[src/rtl/bcd_time_keeper_pkg.sv]
// Shared types and constants for the BCD time-of-day keeper.
// Holds the FSM state codes, edit-field codes, field moduli and the 12 h hour mapping helper.
package bcd_time_keeper_pkg;

  typedef logic [3:0] bcd_t;
  typedef logic [1:0] edit_field_t;

  typedef struct packed {
    bcd_t tens;
    bcd_t ones;
  } bcd2_t;

  localparam logic [1:0] ST_RUN     = 2'd0;
  localparam logic [1:0] ST_SET_HR  = 2'd1;
  localparam logic [1:0] ST_SET_MIN = 2'd2;

  localparam edit_field_t EDIT_NONE = 2'b00;
  localparam edit_field_t EDIT_HR   = 2'b01;
  localparam edit_field_t EDIT_MIN  = 2'b10;

  localparam int SEC_MOD = 60;
  localparam int MIN_MOD = 60;
  localparam int HR_MOD  = 24;

  // 24 h BCD hour to 12 h BCD hour, done digit-wise: 00->12, 13..23 -> 01..11.
  function automatic bcd2_t to_12h(input bcd2_t h);
    bcd2_t r;
    r = h;
    if (h.tens == 4'd0 && h.ones == 4'd0) begin
      r.tens = 4'd1;
      r.ones = 4'd2;
    end else if (h.tens == 4'd1 && h.ones >= 4'd3) begin
      r.tens = 4'd0;
      r.ones = h.ones - 4'd2;
    end else if (h.tens == 4'd2) begin
      if (h.ones <= 4'd1) begin
        r.tens = 4'd0;
        r.ones = h.ones + 4'd8;
      end else begin
        r.tens = 4'd1;
        r.ones = h.ones - 4'd2;
      end
    end
    return r;
  endfunction

endpackage

[src/rtl/bcd_time_keeper_if.sv]
// Display-side bundle: hour-format and button inputs plus the registered BCD time and status.
// The master drives the buttons and format select; the slave (time keeper) drives everything else.
interface bcd_time_keeper_if;
  import bcd_time_keeper_pkg::*;

  logic        mode_12h;
  logic        btn_mode;
  logic        btn_inc;
  bcd_t        sec_ones;
  bcd_t        sec_tens;
  bcd_t        min_ones;
  bcd_t        min_tens;
  bcd_t        hr_ones;
  bcd_t        hr_tens;
  logic        pm;
  logic        sec_tick;
  edit_field_t edit_field;
  logic        blink;

  modport master (
    output mode_12h, btn_mode, btn_inc,
    input  sec_ones, sec_tens, min_ones, min_tens, hr_ones, hr_tens,
    input  pm, sec_tick, edit_field, blink
  );

  modport slave (
    input  mode_12h, btn_mode, btn_inc,
    output sec_ones, sec_tens, min_ones, min_tens, hr_ones, hr_tens,
    output pm, sec_tick, edit_field, blink
  );

endinterface

[src/rtl/bcd_time_keeper_bcd_mod_counter.sv]
// Two-digit BCD counter wrapping at MOD; updates on the clock after inc, clr has priority.
// carry_out is combinational and pulses during the cycle in which the wrap is taken; no stall.
module bcd_mod_counter
  import bcd_time_keeper_pkg::*;
#(
  parameter int MOD = 60
) (
  input  logic clk,
  input  logic reset,
  input  logic inc,
  input  logic clr,
  output bcd_t ones,
  output bcd_t tens,
  output logic carry_out
);

  localparam bcd_t MAX_ONES = bcd_t'((MOD - 1) % 10);
  localparam bcd_t MAX_TENS = bcd_t'((MOD - 1) / 10);

  logic at_max;

  assign at_max    = (ones == MAX_ONES) && (tens == MAX_TENS);
  assign carry_out = inc && !clr && at_max;

  always_ff @(posedge clk) begin
    if (reset || clr) begin
      ones <= 4'd0;
      tens <= 4'd0;
    end else if (inc) begin
      if (at_max) begin
        ones <= 4'd0;
        tens <= 4'd0;
      end else if (ones == 4'd9) begin
        ones <= 4'd0;
        tens <= tens + 4'd1;
      end else begin
        ones <= ones + 4'd1;
      end
    end
  end

endmodule

[src/rtl/bcd_time_keeper.sv]
// 1 Hz BCD time-of-day keeper with hour/minute set mode; outputs are registered one cycle after state.
// No backpressure: buttons are level inputs sampled every cycle, outputs are always valid.
module bcd_time_keeper
  import bcd_time_keeper_pkg::*;
#(
  parameter int CLK_HZ    = 50_000_000,
  parameter int BLINK_DIV = 2
) (
  input logic              clk,
  input logic              reset,
  bcd_time_keeper_if.slave tk
);

  localparam int PW         = (CLK_HZ > 1) ? $clog2(CLK_HZ) : 1;
  localparam int BLINK_HALF = (CLK_HZ / BLINK_DIV > 0) ? CLK_HZ / BLINK_DIV : 1;
  localparam int BW         = (BLINK_HALF > 1) ? $clog2(BLINK_HALF) : 1;

  logic [PW-1:0] presc;
  logic [BW-1:0] blink_cnt;
  logic          blink_phase;
  logic [1:0]    state;
  logic [1:0]    state_nxt;
  logic          btn_mode_q;
  logic          btn_inc_q;
  logic          mode_edge;
  logic          inc_edge;
  logic          tick;
  logic          tick_r;
  logic          leave_set;
  logic          hr_set_inc;
  logic          min_set_inc;

  bcd_t          sec_ones_i, sec_tens_i;
  bcd_t          min_ones_i, min_tens_i;
  bcd_t          hr_ones_i, hr_tens_i;
  logic          sec_carry;
  logic          min_carry;
  logic          unused_hr_carry;

  bcd2_t         hr_disp;
  logic          pm_i;
  edit_field_t   edit_i;

  assign mode_edge   = tk.btn_mode && !btn_mode_q;
  assign inc_edge    = tk.btn_inc && !btn_inc_q;
  assign tick        = (state == ST_RUN) && (presc == PW'(CLK_HZ - 1));
  assign leave_set   = (state == ST_SET_MIN) && mode_edge;
  // A mode edge swallows a coincident inc edge.
  assign hr_set_inc  = (state == ST_SET_HR) && inc_edge && !mode_edge;
  assign min_set_inc = (state == ST_SET_MIN) && inc_edge && !mode_edge;

  always_comb begin
    state_nxt = state;
    if (mode_edge) begin
      case (state)
        ST_RUN:    state_nxt = ST_SET_HR;
        ST_SET_HR: state_nxt = ST_SET_MIN;
        default:   state_nxt = ST_RUN;
      endcase
    end
  end

  always_ff @(posedge clk) begin
    if (reset) begin
      state      <= ST_RUN;
      btn_mode_q <= 1'b0;
      btn_inc_q  <= 1'b0;
      tick_r     <= 1'b0;
    end else begin
      state      <= state_nxt;
      btn_mode_q <= tk.btn_mode;
      btn_inc_q  <= tk.btn_inc;
      tick_r     <= tick;
    end
  end

  // Prescaler runs only in RUN; leaving set mode restarts a full second.
  always_ff @(posedge clk) begin
    if (reset || leave_set) begin
      presc <= '0;
    end else if (state == ST_RUN) begin
      presc <= tick ? '0 : presc + PW'(1);
    end
  end

  always_ff @(posedge clk) begin
    if (reset || (state_nxt != state)) begin
      blink_cnt   <= '0;
      blink_phase <= 1'b0;
    end else if (state != ST_RUN) begin
      if (blink_cnt == BW'(BLINK_HALF - 1)) begin
        blink_cnt   <= '0;
        blink_phase <= !blink_phase;
      end else begin
        blink_cnt <= blink_cnt + BW'(1);
      end
    end else begin
      blink_cnt   <= '0;
      blink_phase <= 1'b0;
    end
  end

  bcd_mod_counter #(.MOD(SEC_MOD)) u_sec (
    .clk       (clk),
    .reset     (reset),
    .inc       (tick),
    .clr       (leave_set),
    .ones      (sec_ones_i),
    .tens      (sec_tens_i),
    .carry_out (sec_carry)
  );

  bcd_mod_counter #(.MOD(MIN_MOD)) u_min (
    .clk       (clk),
    .reset     (reset),
    .inc       (sec_carry || min_set_inc),
    .clr       (1'b0),
    .ones      (min_ones_i),
    .tens      (min_tens_i),
    .carry_out (min_carry)
  );

  // Minute wraps made while setting must not ripple into the hour.
  bcd_mod_counter #(.MOD(HR_MOD)) u_hr (
    .clk       (clk),
    .reset     (reset),
    .inc       (((state == ST_RUN) && min_carry) || hr_set_inc),
    .clr       (1'b0),
    .ones      (hr_ones_i),
    .tens      (hr_tens_i),
    .carry_out (unused_hr_carry)
  );

  always_comb begin
    hr_disp.tens = hr_tens_i;
    hr_disp.ones = hr_ones_i;
    if (tk.mode_12h) begin
      hr_disp = to_12h(hr_disp);
    end
    pm_i = (hr_tens_i == 4'd2) || ((hr_tens_i == 4'd1) && (hr_ones_i >= 4'd2));
    case (state)
      ST_SET_HR:  edit_i = EDIT_HR;
      ST_SET_MIN: edit_i = EDIT_MIN;
      default:    edit_i = EDIT_NONE;
    endcase
  end

  always_ff @(posedge clk) begin
    if (reset) begin
      tk.sec_ones   <= 4'd0;
      tk.sec_tens   <= 4'd0;
      tk.min_ones   <= 4'd0;
      tk.min_tens   <= 4'd0;
      tk.hr_tens    <= tk.mode_12h ? 4'd1 : 4'd0;
      tk.hr_ones    <= tk.mode_12h ? 4'd2 : 4'd0;
      tk.pm         <= 1'b0;
      tk.sec_tick   <= 1'b0;
      tk.edit_field <= EDIT_NONE;
      tk.blink      <= 1'b0;
    end else begin
      tk.sec_ones   <= sec_ones_i;
      tk.sec_tens   <= sec_tens_i;
      tk.min_ones   <= min_ones_i;
      tk.min_tens   <= min_tens_i;
      tk.hr_tens    <= hr_disp.tens;
      tk.hr_ones    <= hr_disp.ones;
      tk.pm         <= pm_i;
      tk.sec_tick   <= tick_r;
      tk.edit_field <= edit_i;
      tk.blink      <= (state != ST_RUN) && blink_phase;
    end
  end

endmodule

[src/flat_wrapper.sv]
// flat-port wrapper written by rule: the top's interface ports become plain ports
module bcd_time_keeper_flat import bcd_time_keeper_pkg::*;
#(
  parameter int CLK_HZ    = 50_000_000,
  parameter int BLINK_DIV = 2
)
  (clk, reset, tk_mode_12h, tk_btn_mode, tk_btn_inc, tk_sec_ones, tk_sec_tens, tk_min_ones, tk_min_tens, tk_hr_ones, tk_hr_tens, tk_pm, tk_sec_tick, tk_edit_field, tk_blink);
  bcd_time_keeper_if tk_i ();
  input logic clk;
  input logic reset;
  input wire logic [$bits(tk_i.mode_12h)-1:0] tk_mode_12h;
  input wire logic [$bits(tk_i.btn_mode)-1:0] tk_btn_mode;
  input wire logic [$bits(tk_i.btn_inc)-1:0] tk_btn_inc;
  output wire logic [$bits(tk_i.sec_ones)-1:0] tk_sec_ones;
  output wire logic [$bits(tk_i.sec_tens)-1:0] tk_sec_tens;
  output wire logic [$bits(tk_i.min_ones)-1:0] tk_min_ones;
  output wire logic [$bits(tk_i.min_tens)-1:0] tk_min_tens;
  output wire logic [$bits(tk_i.hr_ones)-1:0] tk_hr_ones;
  output wire logic [$bits(tk_i.hr_tens)-1:0] tk_hr_tens;
  output wire logic [$bits(tk_i.pm)-1:0] tk_pm;
  output wire logic [$bits(tk_i.sec_tick)-1:0] tk_sec_tick;
  output wire logic [$bits(tk_i.edit_field)-1:0] tk_edit_field;
  output wire logic [$bits(tk_i.blink)-1:0] tk_blink;
  assign tk_i.mode_12h = tk_mode_12h;
  assign tk_i.btn_mode = tk_btn_mode;
  assign tk_i.btn_inc = tk_btn_inc;
  assign tk_sec_ones = tk_i.sec_ones;
  assign tk_sec_tens = tk_i.sec_tens;
  assign tk_min_ones = tk_i.min_ones;
  assign tk_min_tens = tk_i.min_tens;
  assign tk_hr_ones = tk_i.hr_ones;
  assign tk_hr_tens = tk_i.hr_tens;
  assign tk_pm = tk_i.pm;
  assign tk_sec_tick = tk_i.sec_tick;
  assign tk_edit_field = tk_i.edit_field;
  assign tk_blink = tk_i.blink;
  bcd_time_keeper #(.CLK_HZ(CLK_HZ), .BLINK_DIV(BLINK_DIV)) u_core (.clk(clk), .reset(reset), .tk(tk_i));
endmodule
[config.mk]
export PLATFORM = sky130hd
export DESIGN_NAME = bcd_time_keeper_flat
export DESIGN_NICKNAME = d
export VERILOG_FILES = /design/src/rtl/bcd_time_keeper_pkg.sv /design/src/rtl/bcd_time_keeper_if.sv /design/src/rtl/bcd_time_keeper_bcd_mod_counter.sv /design/src/rtl/bcd_time_keeper.sv /design/src/flat_wrapper.sv
export SDC_FILE = /design/constraint.sdc
export NUM_CORES = 1
export LEC_CHECK = 0
export ABC_AREA = 1
export CELL_PAD_IN_SITES_DETAIL_PLACEMENT = 1
export CELL_PAD_IN_SITES_GLOBAL_PLACEMENT = 1
export CORE_MARGIN = 3
export CORE_UTILIZATION = 43
export CTS_CLUSTER_SIZE = 30
export DETAILED_ROUTE_END_ITERATION = 7
export GPL_TIMING_DRIVEN = 0
export MAX_ROUTING_LAYER = met4
export PLACE_DENSITY = 0.9
export REMOVE_ABC_BUFFERS = 1
export SYNTH_ARGS = -nofsm -noshare
export SYNTH_HDL_FRONTEND = slang
export SYNTH_SLANG_ARGS = --single-unit
[constraint.sdc]
create_clock -name clk -period 2.06 [get_ports clk]
set_input_delay 0.618 -clock clk [delete_from_list [all_inputs] [get_ports clk]]
set_output_delay 0.618 -clock clk [all_outputs]
set_load 0.01 [all_outputs]
==> Flow_metrics.wiki, run 1 <==
{| class="wikitable"
! Metric !! Value
|-
| Standard cell core area || 11,700 um2
|-
| Worst hold path cell count || 2
|-
| Top cells by area in the synthesized netlist || dfxtp_1, nand2_1, nor2_1, inv_1, ha_1
|-
| Number of diodes added for antenna fixing || 0
|-
| Register with the most flip-flops || u_core.presc
|-
| IO buf count || 33
|-
| Post-route minimum period || 2.01 ns
|-
| Status || completed
|-
| Number of iterations in the first detailed-routing pass || 5
|-
| HP Start || u_core.tick_r$_SDFF_PP0_
|-
| Die Footprint || 13,600 um2
|-
| Worst-case vdd ir drop || 399 uV
|-
| Headroom to the max-slew limit || 0.706
|-
| Synthesis Warnings || 0
|-
| Area growth from synthesis to final layout || 17.9%
|-
| Instance area after placement || 5710 um2
|-
| EDFF count, synth || 0
|-
| Via count of the first global-routing pass || 5,111
|-
| Chip width || 117 um
|-
| CTS hold repair buffers || 0
|-
| Clock buffers created by TritonCTS || 9
|-
| Leading area contributor after synthesis || dfxtp_1
|-
| Reg2Reg Setup Slack || 0.05 ns
|-
| Count of maximum capacitance violations || 0
|-
| Total standard cell area after synthesis || 5270 um2
|-
| Top library cells by usage in the layout, fill and taps aside || nand2_1, nor2_1, dfxtp_1, inv_1, a21oi_1
|-
| # placed instances || 901
|-
| Pin count of the biggest net entering global routing || 36
|-
| Flop and latch count out of synthesis || 110
|-
| Num ports || 34
|-
| Share of synthesized registers carrying an async set or reset || 0
|-
| Worst-Margin Slew || 0.441 ns
|-
| Initial antenna violation count || 0
|-
| Global-route wire length before repair || 23,500 um
|-
| Worst setup skew after layout || 0.0158 ns
|-
| Clock Path Buffers || 2
|-
| Final Hold Vio Count || 0
|-
| Setup-failing EPs final || 0
|-
| Area share of the largest cell type after synthesis || 0.418
|-
| Max-slew violations || 0
|-
| Highest fanout seen on the critical path || 7
|-
| Capture endpoint of the worst hold path || u_core.tk.sec_tick$_SDFF_PP0_
|-
| Initial detailed-routing violation count || 294
|-
| Final standard cell area without fillers || 6220 um2
|-
| Leak Pwr || 2.37 nW
|-
| RD Place Congestion || 0.843
|-
| Most common cell after layout, fill and taps aside || nand2_1
|-
| Via count || 4,971
|-
| Clock latency reported for the late side of the worst-skew pair || 0.36 ns
|-
| Layout cell share with drive strength beyond 1 || 0.108
|-
| Post-CTS clock slew at the launch and capture registers of the worst setup and hold paths || 0.08 ns
|-
| Unique masters post-synth || 41
|-
| Flip-flop and latch area || 2200 um2
|-
| Arr. time, crit path || 2.23 ns
|-
| Fin Setup TNS || 0 ns
|-
| Register area share after synthesis || 0.418
|-
| Sink Count || 110
|-
| Unrepaired setup endpoints after global routing || yes
|-
| Number of routed nets with antenna violations || 0
|-
| Critical register-to-register path endpoint || u_core.presc[16]$_SDFFE_PP0P_
|-
| Number of flip-flops in the largest register || 26
|-
| Routed length per placed instance || 16.0 um
|-
| Sum of net half-perimeters after detailed placement || 10,000 um
|-
| Power Total || 4.37 mW
|-
| Synth Area per Inst || 7.17 um2
|-
| Fmax || 0.497 GHz
|-
| Endpoint class of the critical path || flip-flop
|-
| Largest registers ranked by flip-flop count || u_core.presc (26), u_core.blink_cnt (25)
|-
| Total number of placement rows || 39
|-
| TritonCTS clock tree || yes
|-
| GRT Overall Usage || 0.221
|-
| Gate count after technology mapping || 736
|-
| # DRC || 0
|-
| Net count, final || 800
|-
| Crit start category || flip-flop
|-
| Power density relative to cell area || 702 nW/um2
|-
| Count of H-tree levels built during CTS || 3
|-
| Congestion Overflow GR || 0
|-
| Reg-to-reg critical path startpoint || u_core.presc[0]$_SDFFE_PP0P_
|-
| Type of the setup path with the least slack || reg2reg
|-
| Reg2Reg Depth || 11
|-
| Total length of routed wires || 14,800 um
|-
| Initial Util || 0.450
|-
| Via-per-instance ratio || 5.36
|-
| Main flop type after synthesis || dfxtp_1
|-
| Die Span Y || 117 um
|-
| Share of the clock period used by the worst path || 0.977
|-
| Number of standard cells in the final layout excluding fillers || 927
|-
| Worst Hold Class || reg2reg
|-
| Number of fill cells || 1,500
|-
| CTS Root Cell || clkbuf_16
|-
| Critical path data required time || 2.27 ns
|-
| Total area of multi-input combinational cells || 2670 um2
|}
[critical path, cell delays in order (launching register included)]
cell and delay, ns:
dfxtp_2 0.39, ha_2 0.23, nand2_2 0.11, nor2_4 0.15
nand2_1 0.12, nor2_4 0.13, nand2_2 0.15, inv_4 0.12
nor2_8 0.06, clkbuf_4 0.18, o31ai_1 0.10, a22oi_1 0.11
[Yosys cell counts (3+ instances only)]
cell and number:
a21oi_1 38, buf_6 3, clkbuf_1 5, dfxtp_1 110
ha_1 16, inv_1 102, inv_2 10, nand2_1 134
nand2_2 9, nand3_1 34, nand3_2 4, nand4_1 17
nor2_1 131, nor2_2 4, nor2_4 6, nor3_1 23
nor3_2 3, nor3b_1 4, nor4_1 10, o21a_1 3
o21ai_0 22, o21ai_1 8, o31ai_1 3, or2_2 3
xor2_1 11
[cells by family after synthesis]
family / synth area share
AND/OR/NAND/NOR: 0.342
buffers and inverters: 0.0930
flip-flops: 0.418
AO/OA/AOI/OAI: 0.0880
adder cells (fa/ha/maj): 0.0380
XOR/XNOR: 0.0216
[worst max path at each step]
stage,from,depth (start not counted),slack [ns],end
6_report,u_core.presc[0]$_SDFFE_PP0P_,11,0.05,u_core.presc[16]$_SDFFE_PP0P_
5_1_grt,u_core.presc[0]$_SDFFE_PP0P_,11,-0.06,u_core.presc[16]$_SDFFE_PP0P_
4_1_cts,tk_btn_mode,11,0.01,u_core.u_hr.tens[1]$_SDFFE_PP0P_
3_5_place_dp,reset,8,-2.00,u_core.blink_cnt[12]$_SDFF_PP0_
3_3_place_gp,reset,8,-1.92,u_core.blink_cnt[12]$_SDFF_PP0_
2_1_floorplan,u_core.blink_cnt[0]$_SDFF_PP0_,8,0.16,u_core.blink_cnt[12]$_SDFF_PP0_
[metrics by stage]
step | setup WS (ns) | hold WS, ns | util
floorplan | 0.162 | 0.388 | -
global placement | -1.92 | 0.427 | 0.488
detailed placement | -2.00 | 0.429 | 0.488
CTS | 0.0113 | 0.441 | 0.524
global route | -0.0582 | 0.459 | 0.531
finish | 0.0472 | 0.449 | 0.531
[layout make-up]
| type | instances | area share |
|---|---|---|
| flip-flops and latches | 110 | 0.355 |
| clock buffers | 11 | 0.0406 |
| repair buffers | 42 | 0.0656 |
| clock inverters | 5 | 0.0127 |
| inverters | 112 | 0.0686 |
| multi-input cells | 504 | 0.429 |
| well taps | 143 | 0.0288 |
[what timing repair did]
item                       CTS  global route
gates cloned                 1             0
setup endpoints to repair   82            38
pin swaps                    3             3
resized for setup           16            15
setup buffers                4             5
[power by group]
part	internal, mW	switching [mW]	total, mW
Combinational	0.0852	0.163	0.248
Sequential	2.15	0.0281	2.18
Clock	1.13	0.806	1.94
[layer usage]
layer  wire [um]  global-route usage  vias up
li1            -                   -     2440
met1        6310               0.248     2424
met2        7780               0.390       87
met3         478              0.0554       20
met4         256              0.0596        0
met5           0                   -        -
(Power assumes the default switching activity.)
==> run 2, diff against run 1 <==
CORE_UTILIZATION = 45   (was 43)
CTS_BUF_LIST = sky130_fd_sc_hd__clkbuf_4 sky130_fd_sc_hd__clkbuf_8   (was unset)
PLACE_DENSITY = 0.93   (was 0.9)
==> run 2 against run 1 <==
  * Combinational power is 6% lower
  * Register-to-register slack better by 0.07 ns
  * Clock power is 29% lower
  * Power is 13% lower
  * Final area is 1.9% lower
  * Via count is 1.7% lower
  * Sequential power hardly changed
  * Fmax is 0.70% lower
  * Flip-flop and latch count stayed put
  * Wire length is 2.4% lower
  * Critical path type is now in2reg
  * Largest power group unchanged
==> Flow_metrics.wiki, run 2 (synthesis gave the netlist of run 1 again) <==
{| class="wikitable"
! Metric !! Value
|-
| Initial Util || 0.474
|-
| Most common cell after layout, fill and taps aside || nand2_1
|-
| # placed instances || 898
|-
| Type of the setup path with the least slack || in2reg
|-
| Maximum single-stage delay on the critical path || 0.50 ns
|-
| Share of the clock period used by the worst path || 0.984
|-
| Number of diodes added for antenna fixing || 0
|-
| Count of maximum capacitance violations || 0
|-
| Number of flip-flops in the largest register || 26
|-
| TritonCTS clock tree || yes
|-
| Initial detailed-routing violation count || 230
|-
| Clock Path Buffers || 2
|-
| Count of H-tree levels built during CTS || 3
|-
| Sum of net half-perimeters after detailed placement || 10,400 um
|-
| Setup-failing EPs final || 0
|-
| Initial antenna violation count || 0
|-
| GRT Overall Usage || 0.230
|-
| IO buf count || 33
|-
| Final worst setup slack || 0.0331 ns
|-
| Layer with the highest usage || met2
|-
| Worst-Margin Slew || 0.428 ns
|-
| Cell family contributing the most delay on the critical path || simple AND/OR/NAND/NOR gates
|-
| Max-slew violations || 0
|-
| Leak Pwr || 2.34 nW
|-
| Critical path data required time || 2.32 ns
|-
| Critical register-to-register path endpoint || u_core.u_min.ones[3]$_SDFFE_PP0P_
|-
| Number of standard cells in the final layout excluding fillers || 927
|-
| Power density relative to cell area || 619 nW/um2
|-
| Total length of routed wires || 14,500 um
|-
| Pin count of the biggest net entering global routing || 36
|-
| Chip width || 114 um
|-
| Die Span Y || 114 um
|-
| RD Place Congestion || 0.829
|-
| Worst setup skew after layout || 0.0121 ns
|-
| Die Footprint || 13,100 um2
|-
| # DRC || 0
|-
| Final standard cell area without fillers || 6100 um2
|-
| Number of iterations in the first detailed-routing pass || 4
|-
| Area growth from synthesis to final layout || 15.7%
|-
| Endpoint class of the critical path || flip-flop
|-
| Top library cells by usage in the layout, fill and taps aside || nand2_1, nor2_1, dfxtp_1, inv_1, a21oi_1
|-
| Net count, final || 803
|-
| Via count || 4,886
|-
| Crit start category || input pin
|-
| Sink Count || 110
|-
| Headroom to the max-slew limit || 0.712
|-
| CP startpoint || tk_btn_mode
|-
| Reg-to-reg critical path startpoint || u_core.u_sec.ones[0]$_SDFFE_PP0N_
|-
| Met2 Usage GRT || 0.409
|-
| Routed length per placed instance || 15.6 um
|-
| Arr. time, crit path || 2.29 ns
|-
| Largest registers ranked by flip-flop count || u_core.presc (26), u_core.blink_cnt (25)
|-
| Met1 track utilization from global routing || 0.254
|-
| Crit path cell chain || clkdlybuf4s50_1 -> nand2_2 -> nor2_4 -> nor2_2 -> nand3_2 -> nand2_4 -> nand2_2 -> nand2_4 -> buf_4 -> o21ai_1 -> nor2_1
|-
| Worst path depth || 11
|-
| CTS Root Cell || clkbuf_8
|-
| Num ports || 34
|-
| Status || completed
|-
| Final Hold Vio Count || 0
|-
| Via-per-instance ratio || 5.27
|-
| Congestion Overflow GR || 0
|-
| Global-route wire length before repair || 23,600 um
|-
| End of the critical path || u_core.u_hr.ones[2]$_SDFFE_PP0P_
|-
| Total number of placement rows || 38
|-
| Fmax || 0.493 GHz
|-
| Number of routed nets with antenna violations || 0
|-
| Worst slack at placement || -2.10 ns
|-
| GR met3 Demand/Resource || 0.0581
|-
| Highest fanout seen on the critical path || 7
|-
| Min Hold Slack || 0.461 ns
|-
| Standard cell core area || 11,100 um2
|-
| Reg2Reg Setup Slack || 0.12 ns
|-
| Layout cell share with drive strength beyond 1 || 0.113
|-
| Post-CTS clock slew at the launch and capture registers of the worst setup and hold paths || 0.10 ns
|-
| Via count of the first global-routing pass || 5,151
|-
| Master of the slowest instance on the critical path || clkdlybuf4s50_1
|-
| Fin Setup TNS || 0 ns
|-
| Clock buffers created by TritonCTS || 9
|-
| Instance area after placement || 5710 um2
|-
| Worst path buffer plus inverter count || 2
|-
| Post-route minimum period || 2.03 ns
|-
| Clock latency reported for the late side of the worst-skew pair || 0.39 ns
|-
| Reg2Reg Depth || 11
|-
| Number of fill cells || 1,423
|-
| Worst Hold Class || reg2reg
|-
| Register with the most flip-flops || u_core.presc
|-
| Worst-case vdd ir drop || 593 uV
|}
## run 2: power breakdown
part	switching [mW]	internal (mW)
Clock	0.737	0.629
Sequential	0.0260	2.15
Combinational	0.155	0.0794
Total	0.918	2.86
## run 2: what timing repair did
item	in CTS	in global routing
gates resized for setup	11	18
endpoints found under the hold margin	0	0
hold buffers	0	0
endpoints found under the setup margin	81	42
gates cloned	0	2
pin swaps	2	5
buffers inserted	4	7
## run 2: through the flow
step	total power, mW	util
global placement	2.41	0.513
detailed placement	2.43	0.513
finish	3.78	0.549
floorplan	2.34	-
global route	3.94	0.549
CTS	3.80	0.537
## run 2: cell type report
type                    count  area (um2)  area share
flip-flops and latches    110        2210       0.361
repair buffers             44         423      0.0693
clock inverters             5        56.3     0.00923
clock buffers              11         151      0.0248
multi-input cells         505        2670       0.437
inverters                 112         424      0.0695
well taps                 140         175      0.0287
## run 2: worst register-to-register path: stages (launching register included)
cell and delay [ns]:
dfxtp_1 0.42, ha_1 0.18, nand2_1 0.09, nor2_4 0.14, nand2_1 0.11, nor2_2 0.11
nand3_2 0.12, nand2_4 0.12, buf_4 0.13, inv_1 0.07, nor3_1 0.25, nor3_2 0.08
## run 2: routing by layer
metal  wire length (um)  up-vias
li1                   -     2432
met1               6240     2357
met2               7480       69
met3                452       28
met4                295        0
met5                  0        -
## run 2: how the worst min path moves through the flow
| stage | from | to | slack (ns) | cells after the start |
|---|---|---|---|---|
| 2_1_floorplan | u_core.tick_r$_SDFF_PP0_ | u_core.tk.sec_tick$_SDFF_PP0_ | 0.39 | 2 |
| 3_5_place_dp | u_core.tick_r$_SDFF_PP0_ | u_core.tk.sec_tick$_SDFF_PP0_ | 0.43 | 2 |
| 5_1_grt | u_core.tick_r$_SDFF_PP0_ | u_core.tk.sec_tick$_SDFF_PP0_ | 0.48 | 2 |
| 4_1_cts | u_core.tick_r$_SDFF_PP0_ | u_core.tk.sec_tick$_SDFF_PP0_ | 0.45 | 2 |
| 6_report | u_core.tick_r$_SDFF_PP0_ | u_core.tk.sec_tick$_SDFF_PP0_ | 0.46 | 2 |
| 3_3_place_gp | u_core.tick_r$_SDFF_PP0_ | u_core.tk.sec_tick$_SDFF_PP0_ | 0.42 | 2 |
